### src/rtl/id_ex_stage.sv
// ID/EX pipeline register with writeback bypass and load-use bubble insertion; optional bypass via ID_EX_WB_BYPASS_EN.
// Latency: one cycle from capturing edge to ex_* outputs; load_use_stall is combinational.
// Backpressure: hold freezes the stage; load_use_stall asks IF and IF/ID to hold while a bubble is issued.
`ifndef DATA_WIDTH
`define DATA_WIDTH 32
`endif

module id_ex_stage #(
  parameter int DATA_WIDTH = `DATA_WIDTH,
  parameter int CTRL_W     = 8
) (
  input  logic                  clk,
  input  logic                  rst,
  input  logic                  id_valid,
  input  logic [4:0]            id_rs,
  input  logic [4:0]            id_rt,
  input  logic [4:0]            id_rd,
  input  logic [DATA_WIDTH-1:0] id_rdata1,
  input  logic [DATA_WIDTH-1:0] id_rdata2,
  input  logic [DATA_WIDTH-1:0] id_imm,
  input  logic                  id_reg_write,
  input  logic                  id_mem_read,
  input  logic [CTRL_W-1:0]     id_ctrl,
  input  logic                  wb_reg_write,
  input  logic [4:0]            wb_we,
  input  logic [DATA_WIDTH-1:0] wb_data,
  input  logic                  hold,
  input  logic                  flush,
  output logic                  load_use_stall,
  output logic                  ex_valid,
  output logic [4:0]            ex_rs,
  output logic [4:0]            ex_rt,
  output logic [4:0]            ex_rd,
  output logic [DATA_WIDTH-1:0] ex_op_a,
  output logic [DATA_WIDTH-1:0] ex_op_b,
  output logic [DATA_WIDTH-1:0] ex_imm,
  output logic                  ex_reg_write,
  output logic                  ex_mem_read,
  output logic [CTRL_W-1:0]     ex_ctrl
);

  logic                  wb_active;
  logic                  lu_hazard;
  logic                  wb_hazard;
  logic [DATA_WIDTH-1:0] op_a_sel;
  logic [DATA_WIDTH-1:0] op_b_sel;

  assign wb_active = wb_reg_write && (wb_we != 5'd0);
  assign lu_hazard = ex_valid && ex_mem_read && (ex_rd != 5'd0) && id_valid &&
                     ((ex_rd == id_rs) || (ex_rd == id_rt));

`ifdef ID_EX_WB_BYPASS_EN
  // wb_active already excludes r0, so index 0 always reads the register file
  assign op_a_sel  = (wb_active && (wb_we == id_rs)) ? wb_data : id_rdata1;
  assign op_b_sel  = (wb_active && (wb_we == id_rt)) ? wb_data : id_rdata2;
  assign wb_hazard = 1'b0;
`else
  // Without the bypass, wait one bubble so the register file holds the new value
  logic unused_wb_data;
  assign unused_wb_data = ^wb_data;
  assign op_a_sel  = id_rdata1;
  assign op_b_sel  = id_rdata2;
  assign wb_hazard = wb_active && id_valid && ((wb_we == id_rs) || (wb_we == id_rt));
`endif

  assign load_use_stall = !rst && !flush && (lu_hazard || wb_hazard);

  always_ff @(posedge clk) begin
    if (rst || flush || (!hold && load_use_stall)) begin
      ex_valid     <= 1'b0;
      ex_rs        <= '0;
      ex_rt        <= '0;
      ex_rd        <= '0;
      ex_op_a      <= '0;
      ex_op_b      <= '0;
      ex_imm       <= '0;
      ex_reg_write <= 1'b0;
      ex_mem_read  <= 1'b0;
      ex_ctrl      <= '0;
    end else if (!hold) begin
      ex_valid     <= id_valid;
      ex_rs        <= id_rs;
      ex_rt        <= id_rt;
      ex_rd        <= id_rd;
      ex_op_a      <= op_a_sel;
      ex_op_b      <= op_b_sel;
      ex_imm       <= id_imm;
      ex_reg_write <= id_valid && id_reg_write;
      ex_mem_read  <= id_valid && id_mem_read;
      ex_ctrl      <= id_valid ? id_ctrl : '0;
    end
  end

endmodule

### config.mk
export PLATFORM = sky130hd
export DESIGN_NAME = id_ex_stage
export DESIGN_NICKNAME = d
export VERILOG_FILES = /design/src/rtl/id_ex_stage.sv
export SDC_FILE = /design/constraint.sdc
export NUM_CORES = 1
export LEC_CHECK = 0
export CORE_AREA = 2 2 112 114
export CTS_BUF_LIST = sky130_fd_sc_hd__clkbuf_2 sky130_fd_sc_hd__clkbuf_4 sky130_fd_sc_hd__clkbuf_8
export CTS_CLUSTER_DIAMETER = 120
export DETAILED_ROUTE_END_ITERATION = 6
export DIE_AREA = 0 0 114 116
export PLACE_DENSITY = 0.77
export SYNTH_ARGS = -nofsm -noshare
export SYNTH_HDL_FRONTEND = slang
export SYNTH_SLANG_ARGS = --single-unit
### constraint.sdc
create_clock -name clk -period 3.2 [get_ports clk]
set_clock_uncertainty 0.1 [all_clocks]
set_input_delay 0.32 -clock clk [delete_from_list [all_inputs] [get_ports clk]]
set_output_delay 0.32 -clock clk [all_outputs]
set_load 0.02 [all_outputs]
==> results.sh <==
export IMPL_drv_cap=0
export IMPL_placed_area_sq_mm=0.00662
export IMPL_drt_iter0_drc=200
export IMPL_synth_nets=478
export IMPL_wl_met1_microns=4760
export IMPL_htreeDepth=4
export IMPL_vias_per_cell=4.90
export IMPL_leakage_nw=2.69
export IMPL_die_height_microns=116
export IMPL_clock_path_buffers=2
export IMPL_clk_pin_slew_ns=0.07
export IMPL_fin_area_sq_mm=0.00708
export IMPL_critPathMaxFanout=5
export IMPL_grt_start_max_net_pins=75
export IMPL_r2r_start="ex_rd[3]$_SDFFE_PP0N_"
export IMPL_tns_ns=0
export IMPL_netlist_top_cells_area="dfxtp_1, a22o_1, xnor2_1"
export IMPL_placementRows=40
export IMPL_synthFlopType="dfxtp_1"
export IMPL_ys_seq_area_share_pct=61.0
export IMPL_worstHoldStart="ex_ctrl[5]$_SDFFE_PP0N_"
export IMPL_fin_crit_ns=2.88
export IMPL_setup_viol=0
export IMPL_drc=0
export IMPL_top_layer_used="met4"
export IMPL_end_kind="primary output"
export IMPL_synthDistinctLibCells=20
export IMPL_pin_count=287
export IMPL_hold_path_class="register to register"
export IMPL_critical_path_required_ns=2.78
export IMPL_synth_cells=314
export IMPL_slew_violations=0
export IMPL_synth_edf_count=0
export IMPL_gp_congestion=0.790
export IMPL_final_hold_violation_count=0
export IMPL_numCtsBuffers=17
export IMPL_post_cts_resized=0
export IMPL_worstPathArrival_ns=2.46
export IMPL_core_area_sq_mm=0.0119
export IMPL_synth_top_area_share_pct=61.0
export IMPL_die_area_sq_mm=0.0132
export IMPL_clockRootBuffer="clkbuf_8"
export IMPL_ys_async_sr_fraction_pct=0
export IMPL_worst_path_buf_inv=1
export IMPL_cts_setup_buffers=0
export IMPL_worst_skew_pair_late_latency_ns=0.42
export IMPL_cts_tree="done"
export IMPL_antenna_left=0
export IMPL_vdd_drop_max_v=0.000354
export IMPL_power_w=0.00361
export IMPL_cp_slowest_cell="clkdlybuf4s50_1"
export IMPL_dp_hpwl_microns=8940
export IMPL_holdWs_ns=0.368
export IMPL_timing_critical_path_from="ex_rd[3]$_SDFFE_PP0N_"
export IMPL_dr_wl_met2_microns=6340
export IMPL_timing_final_crit_share_pct=90.1
export IMPL_slew_headroom_pct=47.2
export IMPL_ys_ff_latch=122
export IMPL_antenna_cells=0
export IMPL_grt_pass1_vias=3675
export IMPL_first_pass_iters=4
export IMPL_hold_buffers=0
export IMPL_critical_path_class="register to primary output"
export IMPL_area_delta_synth_final_pct=76.8
export IMPL_netlist_area_sq_mm=0.00401
export IMPL_final_nets=729
export IMPL_fp_dieW_microns=114
export IMPL_grt_overflow=0
export IMPL_vias=3551
export IMPL_status="complete, no violations"
export IMPL_wl_met3_microns=1020
export IMPL_portBuffers=254
export IMPL_fmax_mhz=347
export IMPL_powerDensity_mw_per_mm2=510
export IMPL_rsz0062_at_grt="false"
export IMPL_worstSetupStartpointType="register"
export IMPL_tightest_slew_ns=0.792
export IMPL_fill_cells=999
export IMPL_grt_pass1_wl_microns=18700
export IMPL_synth_top_area_cell="dfxtp_1"
export IMPL_crit_chain="xnor2_1, nand3_1, o22ai_1, a22oi_1, nor3_1, clkdlybuf4s50_1"
export IMPL_cpPeakStageDelay_ns=0.64
export IMPL_cp_top_family="buffers and inverters"
export IMPL_grt_usage_pct=18.1
export IMPL_cts_sinks=122
export IMPL_initial_utilization_pct=33.6
export IMPL_avgSynthCellArea_sq_um=12.8
export IMPL_wirelength_microns=12300
export IMPL_antenna_found_initial=0
export IMPL_drive_gt1_share_pct=6.75
export IMPL_wl_per_cell_microns=17.0
export IMPL_yosysWarningCount=0
[worst reg2reg max path: stages (launching register included)]
cell and delay [ns]:
dfxtp_1 0.46, xnor2_1 0.11, nand3_1 0.10, o22ai_1 0.15, a221oi_4 0.36, buf_4 0.45
a22o_1 0.24
[flip-flops by register name, indices dropped and copies added (netlist names)]
register / flops
ex_rt: 5
ex_op_a: 32
ex_rs: 5
ex_reg_write: 1
ex_mem_read: 1
ex_rd: 5
ex_imm: 32
ex_ctrl: 8
ex_valid: 1
ex_op_b: 32
[layer usage]
metal  GRT usage [%]  vias to the layer above
met1            19.6                     1668
met3            7.58                       19
li1                -                     1713
met2            31.7                      151
met5               0                        -
met4            6.91                        0
[cell families after synthesis]
family | share of synthesized area, %
simple gates | 1.94
compound gates | 28.2
flops | 61.0
xor+xnor | 4.37
buf+inv | 4.50
[power breakdown]
part / internal (W) / total [W] / switching, W
combinational: 0.000276 / 0.000456 / 0.000180
sequential: 0.00157 / 0.00160 / 0.0000298
clock: 0.000977 / 0.00156 / 0.000578
total: 0.00282 / 0.00361 / 0.000788
[through the flow]
| step | utilization [%] | setup slack, ns | std cells |
|---|---|---|---|
| after detailed placement | 55.6 | 0.328 | 693 |
| final | 59.5 | 0.317 | 725 |
| after global placement | 55.6 | 0.354 | 693 |
| after CTS | 59.5 | 0.253 | 725 |
| after global routing | 59.5 | 0.167 | 725 |
| after floorplan | - | 1.04 | 314 |
[cells in the final DEF (no fill, tap or decap)]
cell             Yosys  routed
a21oi_1              1       1
buf_12               0       1
o311a_1              1       1
nor3_1               2       2
nor2_1               2       2
clkbuf_4             0       3
a32o_1              10      10
xnor2_1             20      20
a22oi_1              1       1
inv_1                1       1
clkinv_2             0       3
bufinv_16            0       4
nand2_1              4       4
or3_1                2       2
dfxtp_1            122     122
o22ai_1              2       2
buf_4                1       4
nor3b_2              0       1
clkbuf_8             0      22
a22o_1             112     112
clkdlybuf4s50_1      0     254
a221oi_4             0       1
nand3_1              5       5
[Yosys cell counts, types with 2 or more instances]
cell / count
xnor2_1: 20
a22o_1: 112
or3_1: 2
buf_6: 9
buf_2: 3
dfxtp_1: 122
o22ai_1: 2
nor2_1: 2
nor3_1: 2
nand2_1: 4
a32o_1: 10
clkbuf_1: 14
nand3_1: 5
[area by class of cell]
class                      instances  area, sq um  share of cell area (%)
clock inverter                     7          135                    1.91
timing repair buffer             259         2590                    36.6
tap                              147          184                    2.60
multi-input combinational        164         1400                    19.8
clock buffer                      25          325                    4.59
sequential                       122         2440                    34.5
inverter                           1         3.75                  0.0530
[path summary, 6_finish.rpt]
path,slack (ns),cells past startpoint,end
min reg2reg,0.37,1,ex_ctrl[5]$_SDFFE_PP0N_
min,0.37,1,ex_ctrl[5]$_SDFFE_PP0N_
max,0.32,6,load_use_stall
max reg2reg,1.17,6,ex_imm[22]$_SDFFE_PP0N_
(Power assumes the default switching activity.)
